File: src/rtl/pll_ctrl_pkg.sv
// Shared state encoding and default timing constants for the PLL reset sequencer.
package pll_ctrl_pkg;

  typedef enum logic [1:0] {
    RESET_PLL = 2'd0,
    WAIT_LOCK = 2'd1,
    STABLE    = 2'd2,
    RUN       = 2'd3
  } pll_state_t;

  localparam int DEF_SYNC_STAGES         = 2;
  localparam int DEF_PLL_RESET_CYCLES    = 16;
  localparam int DEF_LOCK_STABLE_CYCLES  = 1024;
  localparam int DEF_LOCK_TIMEOUT_CYCLES = 65536;

  function automatic int max3(input int a, input int b, input int c);
    int m;
    m = (a > b) ? a : b;
    return (m > c) ? m : c;
  endfunction

endpackage

File: src/rtl/sync_bit.sv
// Multi-flop synchroniser for a single asynchronous level signal.
module sync_bit #(
  parameter int STAGES = 2
) (
  input  logic clk,
  input  logic srst,
  input  logic d,
  output logic q
);

  logic [STAGES-1:0] sync_reg;

  genvar gi;
  generate
    for (gi = 0; gi < STAGES; gi++) begin : g_stage
      if (gi == 0) begin : g_first
        always_ff @(posedge clk) begin
          if (srst) sync_reg[0] <= 1'b0;
          else      sync_reg[0] <= d;
        end
      end else begin : g_next
        always_ff @(posedge clk) begin
          if (srst) sync_reg[gi] <= 1'b0;
          else      sync_reg[gi] <= sync_reg[gi-1];
        end
      end
    end
  endgenerate

  assign q = sync_reg[STAGES-1];

endmodule

File: src/rtl/pll_reset_sequencer.sv
// Holds the PLL in reset, waits for a stable lock, then releases downstream reset;
// re-sequences on lock loss, lock timeout or an explicit relock request.
module pll_reset_sequencer
  import pll_ctrl_pkg::*;
#(
  parameter int SYNC_STAGES         = DEF_SYNC_STAGES,
  parameter int PLL_RESET_CYCLES    = DEF_PLL_RESET_CYCLES,
  parameter int LOCK_STABLE_CYCLES  = DEF_LOCK_STABLE_CYCLES,
  parameter int LOCK_TIMEOUT_CYCLES = DEF_LOCK_TIMEOUT_CYCLES
) (
  input  logic       refclk,
  input  logic       reset,
  input  logic       pll_lock,
  input  logic       relock_req,
  output logic       pll_reset,
  output logic       sys_reset,
  output logic       locked,
  output logic [7:0] loss_count,
  output logic [7:0] timeout_count
);

  localparam int CNT_MAX = max3(PLL_RESET_CYCLES, LOCK_STABLE_CYCLES, LOCK_TIMEOUT_CYCLES);
  localparam int CNT_W   = (CNT_MAX > 2) ? $clog2(CNT_MAX) : 1;

  localparam logic [CNT_W-1:0] RESET_LAST   = CNT_W'(PLL_RESET_CYCLES - 1);
  localparam logic [CNT_W-1:0] STABLE_LAST  = CNT_W'(LOCK_STABLE_CYCLES - 1);
  localparam logic [CNT_W-1:0] TIMEOUT_LAST = CNT_W'(LOCK_TIMEOUT_CYCLES - 1);

  pll_state_t       state_reg;
  logic [CNT_W-1:0] count_reg;
  logic             pll_reset_reg;
  logic             sys_reset_reg;
  logic             locked_reg;
  logic [7:0]       loss_reg;
  logic [7:0]       timeout_reg;
  logic             lock_s;

  sync_bit #(
    .STAGES (SYNC_STAGES)
  ) u_lock_sync (
    .clk  (refclk),
    .srst (reset),
    .d    (pll_lock),
    .q    (lock_s)
  );

  always_ff @(posedge refclk) begin
    if (reset) begin
      state_reg     <= RESET_PLL;
      count_reg     <= '0;
      pll_reset_reg <= 1'b1;
      sys_reset_reg <= 1'b1;
      locked_reg    <= 1'b0;
      loss_reg      <= '0;
      timeout_reg   <= '0;
    end else begin
      case (state_reg)
        RESET_PLL: begin
          if (count_reg == RESET_LAST) begin
            state_reg     <= WAIT_LOCK;
            count_reg     <= '0;
            pll_reset_reg <= 1'b0;
          end else begin
            count_reg <= count_reg + 1'b1;
          end
        end

        WAIT_LOCK: begin
          if (relock_req || (!lock_s && count_reg == TIMEOUT_LAST)) begin
            if (!relock_req && timeout_reg != 8'hFF)
              timeout_reg <= timeout_reg + 8'd1;
            state_reg     <= RESET_PLL;
            count_reg     <= '0;
            pll_reset_reg <= 1'b1;
          end else if (lock_s) begin
            state_reg <= STABLE;
            count_reg <= '0;
          end else begin
            count_reg <= count_reg + 1'b1;
          end
        end

        STABLE: begin
          if (relock_req) begin
            state_reg     <= RESET_PLL;
            count_reg     <= '0;
            pll_reset_reg <= 1'b1;
          end else if (!lock_s) begin
            // A dropout here is a settling glitch, not a loss: restart the wait quietly.
            state_reg <= WAIT_LOCK;
            count_reg <= '0;
          end else if (count_reg == STABLE_LAST) begin
            state_reg     <= RUN;
            count_reg     <= '0;
            sys_reset_reg <= 1'b0;
            locked_reg    <= 1'b1;
          end else begin
            count_reg <= count_reg + 1'b1;
          end
        end

        RUN: begin
          if (!lock_s && loss_reg != 8'hFF)
            loss_reg <= loss_reg + 8'd1;
          if (!lock_s || relock_req) begin
            state_reg     <= RESET_PLL;
            count_reg     <= '0;
            pll_reset_reg <= 1'b1;
            sys_reset_reg <= 1'b1;
            locked_reg    <= 1'b0;
          end
        end

        default: begin
          state_reg     <= RESET_PLL;
          count_reg     <= '0;
          pll_reset_reg <= 1'b1;
          sys_reset_reg <= 1'b1;
          locked_reg    <= 1'b0;
        end
      endcase
    end
  end

  assign pll_reset     = pll_reset_reg;
  assign sys_reset     = sys_reset_reg;
  assign locked        = locked_reg;
  assign loss_count    = loss_reg;
  assign timeout_count = timeout_reg;

endmodule

File: config.mk
export PLATFORM = sky130hd
export DESIGN_NAME = pll_reset_sequencer
export DESIGN_NICKNAME = d
export VERILOG_FILES = /design/src/rtl/pll_ctrl_pkg.sv /design/src/rtl/sync_bit.sv /design/src/rtl/pll_reset_sequencer.sv
export SDC_FILE = /design/constraint.sdc
export NUM_CORES = 1
export LEC_CHECK = 0
export CAP_MARGIN = 25
export CORE_UTILIZATION = 44
export CTS_CLUSTER_SIZE = 24
export DETAILED_ROUTE_END_ITERATION = 8
export PLACE_DENSITY = 0.68
export SYNTH_ARGS = -nofsm -noshare
export SYNTH_HDL_FRONTEND = slang
export SYNTH_SLANG_ARGS = --single-unit
export TNS_END_PERCENT = 5
File: constraint.sdc
create_clock -name refclk -period 1.88 [get_ports refclk]
set_input_delay 0.376 -clock refclk [delete_from_list [all_inputs] [get_ports refclk]]
set_output_delay 0.376 -clock refclk [all_outputs]
set_load 0.01 [all_outputs]
# ---- Word-level counts from Yosys, hierarchy flattened
# Index checks and enable logic that the tools add are counted.
dict set report classes {
  add_sub_neg 3
  n_mul 0
  div 0
  magnitude_cmp 0
  eq_ne 17
  shift 0
  n_mux 30
  bitwise 0
  reduce_logical 14
}
# op count
set op_table {}
lappend op_table {{$mux 16} 7}
lappend op_table {{$pmux 16 s4} 1}
lappend op_table {{$add 16x1->16 const B} 1}
lappend op_table {{$add 8x1->8 const B} 2}
lappend op_table {{$eq 16x10->1 const B} 1}
lappend op_table {{$eq 16x16->1 const B} 1}
lappend op_table {{$eq 16x4->1 const B} 1}
lappend op_table {{$ne 8x8->1 const B} 2}
lappend op_table {{$mux 2} 7}
lappend op_table {{$ne 2x2->1 const B} 6}
lappend op_table {{$mux 1} 11}
lappend op_table {{$pmux 2 s4} 1}
lappend op_table {{$reduce_and 4->1} 2}
lappend op_table {{$reduce_and 5->1} 1}
lappend op_table {{$eq 2x2->1 const B} 2}
lappend op_table {{$ne 4x4->1 const B} 1}
lappend op_table {{$pmux 1 s2} 2}
lappend op_table {{$pmux 1 s4} 1}
lappend op_table {{$logic_and 1x1->1} 3}
lappend op_table {{$ne 3x2->1 const B} 1}
lappend op_table {{$reduce_and 3->1} 1}
lappend op_table {{$eq 2x1->1 const B} 1}
lappend op_table {{$logic_not 1->1} 2}
lappend op_table {{$logic_not 2->1} 1}
lappend op_table {{other kinds (4)} 5}
dict set report totals {
  ff_bits 39
  latch_bits 0
  ramBits 0
  romBits 0
  output_inout_bits 19
  wordCells 73
  memories 0
}

# ---- Logic depth before layout (Yosys ltp)
dict set report depth {
  word_depth 5
  ltp_mapped 7
  ltp_nobuf 6
}

# ---- Modules after synthesis
# Synthesis repeated with hierarchy kept, for this count alone.
dict set report unflattened {
  hier_cells 212
  area_unflattened_um2 1828.0
}
# module n_inst cells_per_inst area_each_um2 seq_area_each_um2
set modules_own_cells {}
lappend modules_own_cells {pll_reset_sequencer 1 208 1775.5 740.7}
lappend modules_own_cells {sync_bit 1 4 52.6 40.0}

# ---- Worst setup path before layout
# No wires, ideal clock.
dict set report synth_path {
  path_type {flip-flop to flip-flop}
  startpoint {register count_reg[0]}
  endpoint {register timeout_reg[7], in the netlist timeout_count[7]}
  setup_ns 0.071
  arrival_ns 1.953
  required_ns 1.809
  setup_slack_ns -0.143
  path_stages_with_launch 8
  path_cell_list {dfxtp_1 -> ha_1 -> nand3_1 -> nor4b_1 -> nand3_1 -> buf_2 -> or4_1 -> a21oi_1}
}
dict set report synth_via {
  elab_chain_len 4
}
# item line_no
set synth_rtl {}
lappend synth_rtl {{start, declared} pll_reset_sequencer.sv:30} ;# logic [CNT_W-1:0] count_reg;
lappend synth_rtl {{start signal, assigned} pll_reset_sequencer.sv:64} ;# count_reg <= count_reg + 1'b1;
lappend synth_rtl {{start signal, assigned} pll_reset_sequencer.sv:79} ;# count_reg <= count_reg + 1'b1;
lappend synth_rtl {{start signal, assigned} pll_reset_sequencer.sv:98} ;# count_reg <= count_reg + 1'b1;
lappend synth_rtl {{$eq 16x16->1} pll_reset_sequencer.sv:69} ;# if (relock_req || (!lock_s && count_reg == TIMEOUT_LAST)) begin
lappend synth_rtl {{$logic_and 1x1->1} pll_reset_sequencer.sv:69}
lappend synth_rtl {{$logic_or 1x1->1} pll_reset_sequencer.sv:69}
lappend synth_rtl {{$reduce_and 3->1 (no source line)} -}
lappend synth_rtl {{end signal, assigned} pll_reset_sequencer.sv:71} ;# timeout_reg <= timeout_reg + 8'd1;
lappend synth_rtl {{end, declared} pll_reset_sequencer.sv:35} ;# logic [7:0] timeout_reg;
# No other way between the ends.
# A chain may end at the register's enable or synchronous reset.

# ---- Worst setup path after layout
dict set report layout_path {
  startpoint {register count_reg[15]}
  endpoint {register count_reg[0]}
}
dict set report layout_via {
  elab_chain_len 5
  word_cells_on_any_way 11
  cone_classes {3 x eq/ne; 6 x mux; 2 x reduce/logical}
}
# item line_no
set layout_rtl {}
lappend layout_rtl {{$eq 16x10->1 or $eq 16x16->1 (tied branches)} {pll_reset_sequencer.sv:92, pll_reset_sequencer.sv:69}}
lappend layout_rtl {{$mux 16 or $logic_and 1x1->1 (tied branches)} {pll_reset_sequencer.sv:92, pll_reset_sequencer.sv:69}}
lappend layout_rtl {{$mux 16 or $logic_or 1x1->1 (tied branches)} {pll_reset_sequencer.sv:88, pll_reset_sequencer.sv:69}}
lappend layout_rtl {{$mux 16, on equally long branches} {pll_reset_sequencer.sv:84, pll_reset_sequencer.sv:69}}
lappend layout_rtl {{$pmux 16 s4 *} pll_reset_sequencer.sv:57} ;# case (state_reg)
# Every way passes the cells marked *; elsewhere a longest branch is shown, timed or not.

==> flow_metrics.py <==
metrics = {
    "hold_path": {
        "hold_start": "u_lock_sync.sync_reg[0]",
        "min_path_cells": 1,
        "min_to": "u_lock_sync.q",
        "min_path_type": "flop to flop",
    },
    "critical_path": {
        "r2r-end": "count_reg[0]",
        "ff2ff_setup_slack_ps": -100,
        "worstPathArrival_ps": 2160,
        "crit_type": "flop to flop",
        "crit_start": "count_reg[15]",
        "timing.rr.start": "count_reg[15]",
        "crit_fanout": 15,
        "cp-end-kind": "flop",
        "ff2ff_path_depth": 6,
        "worstPathRequired_ps": 2060,
        "critPathLaunchType": "flop",
    },
    "sta": {
        "timing.final.crit_share_pct": 105.6,
        "tns_ps": -1500,
        "hold_viol": 0,
        "drv_slew": 0,
        "fin_skew_ps": 7.107,
        "layout_setup_ws_ps": -104.7,
        "rsz0062_at_grt": "yes",
        "final.min_clock_period_ps": 1985,
        "fmax_mhz": 503.8,
        "whs_ps": 451.0,
        "max_slew.worst_pin.slew_ps": 448.5,
        "setup_viol": 16,
        "max-slew-margin-rel_pct": 69.82,
    },
    "status": {
        "violations": "negative setup slack",
        "status": "complete, but fails checks",
    },
    "synth": {
        "syn_inst": 219,
        "ys_seq_area_share_pct": 40.68,
        "netlist.area_leader.share_pct": 40.68,
        "ys_types": 42,
        "synth_commonest_cells": "dfxtp_1, nor2_1, nand2_1",
        "synth.avg_cell_area_sq_um": 8.764,
        "syn_nets": 226,
        "synth.most_common_cell": "dfxtp_1",
        "synth.area.top_cells": "dfxtp_1, nor2_1, xor2_1",
        "async_flop_share_pct": 0,
        "yosysTopAreaCell": "dfxtp_1",
        "synth_flop_cell": "dfxtp_1",
        "ys_seq_elements": 39,
        "netlist_area_sq_mm": 0.001919,
        "yosys_warnings": 0,
        "synth_edf_count": 0,
    },
    "clock_tree": {
        "post_cts_buffers": 0,
        "cts_max_level": 2,
        "cts_max_path_buffers": 2,
        "cts.clk_slew.worst_paths_ps": 80,
        "clk-insertion-delay-late_ps": 290,
        "numCtsBuffers": 5,
        "holdBufCountCts": 0,
        "clockRootBuffer": "clkbuf_8",
        "cts_tree": "built",
        "cts_sinks": 39,
    },
    "final_layout": {
        "diodes": 0,
        "synthToLayoutAreaGrowth_pct": 34.22,
        "largest_register_ffs": 16,
        "final_cell_area_sq_mm": 0.002576,
        "fillers": 354,
        "drive_gt1_share_pct": 22.54,
        "nNetsFinal": 290,
    },
    "floorplan": {
        "core_area_sq_mm": 0.004086,
        "initial_core_util_pct": 46.97,
        "die_h_microns": 68.05,
        "die-area_sq_mm": 0.004630,
        "die_x_microns": 68.05,
        "rows": 23,
        "io_pins": 23,
    },
    "drt": {
        "wl_mm": 4.022,
        "first_pass_iters": 4,
        "wire_per_inst_microns": 12.04,
        "via_count": 1727,
        "drt_iter0_drc": 63,
        "via_per_inst": 5.171,
        "drc": 0,
        "ant_nets": 0,
    },
    "placement": {
        "gp_congestion": 0.8440,
        "dpl_cell_area_sq_mm": 0.002481,
        "portBuffers": 22,
        "hpwlAfterDp_mm": 2.948,
    },
    "global_routing": {
        "grt_max_degree": 23,
        "gr-total-overflow": 0,
        "grt_use_total_pct": 18.96,
        "antenna_found_initial": 0,
        "grt_pass1_wl_mm": 6.610,
        "grt_pass1_vias": 1597,
    },
    "power": {
        "peakVddDrop_mv": 0.3536,
        "p_leak_nw": 0.9621,
        "powerDensity_mw_per_mm2": 567.9,
    },
    "flow_run": {
        "max_cap_violations": 0,
    },
}
## cell usage in the layout (no fill, tap or decap), types with 4 or more instances in the layout
| cell | count |
|---|---|
| xor2_1 | 14 |
| dfxtp_1 | 38 |
| inv_1 | 7 |
| o21ai_0 | 4 |
| xnor2_1 | 9 |
| nand3_1 | 9 |
| nand2_1 | 19 |
| clkbuf_8 | 5 |
| nor2_1 | 36 |
| clkdlybuf4s50_1 | 22 |
| a21oi_1 | 10 |
| nor3_1 | 6 |
| nand4_1 | 11 |
| o31ai_1 | 4 |
| or4_1 | 4 |
| buf_4 | 43 |
## report_power, final
part           internal [mW]  leakage (nW)  switching, mW
sequential             0.835         0.316        0.00699
combinational         0.0400         0.605         0.0362
clock                  0.259        0.0412          0.286
total                   1.13         0.962          0.329
## cell families after synthesis
| kind of cell | share of synthesized area, % |
|---|---|
| xor gates and xnor gates | 10.50 |
| muxes | 1.565 |
| AOI/OAI and AO/OA | 11.02 |
| and+or+nand+nor | 29.21 |
| adders and majority gates | 1.956 |
| buffers and inverters | 5.085 |
| DFF | 40.68 |
## metal layers
| layer | global-route usage, % | up-vias | routed length, microns |
|---|---|---|---|
| li1 | - | 904 | - |
| met1 | 22.54 | 800 | 1938 |
| met2 | 32.72 | 19 | 1920 |
| met3 | 5.000 | 4 | 126 |
| met4 | 6.250 | 0 | 37 |
| met5 | 0 | - | 0 |
## critical path: stages (launching register included)
cell and delay [ps]:
dfxtp_2 320, or4_4 540, nor4_4 320, o31ai_2 130, a221oi_4 330, buf_12 180, nor2_1 50
## worst max-delay path by stage
| stage | endpoint | depth (start not counted) |
|---|---|---|
| 6_report | count_reg[0] | 6 |
| 5_1_grt | count_reg[5] | 6 |
| 4_1_cts | count_reg[14] | 6 |
| 3_5_place_dp | timeout_count[4] | 6 |
| 3_3_place_gp | timeout_count[5] | 6 |
| 2_1_floorplan | count_reg[12] | 6 |
## metrics by stage
step / std cells / power (mW) / utilization, % / setup slack [ps]
after global routing: 334 / 1.528 / 63.04 / -213.1
after detailed placement: 326 / 0.9368 / 60.72 / -225.6
after global placement: 326 / 0.9349 / 60.72 / -165.7
after floorplan: 219 / 0.8973 / - / -104.9
final: 334 / 1.463 / 63.04 / -104.7
after CTS: 334 / 1.488 / 63.04 / -122.0
## final cells by class
class	count	area [sq um]	share of cell area (%)
tap	50	62.56	2.428
clock inverter	2	12.51	0.4857
clock buffer	6	72.57	2.817
timing repair buffer	66	563.0	21.86
inverter	7	26.28	1.020
multi-input combinational	164	1057	41.04
sequential	39	782.0	30.35
## repair_timing
item                       in CTS  in global routing
resized for setup               2                  0
cloned                          0                  0
pin swaps                       1                  0
setup endpoints to repair      21                 24
Note: power is estimated with default switching activity, not from simulation.
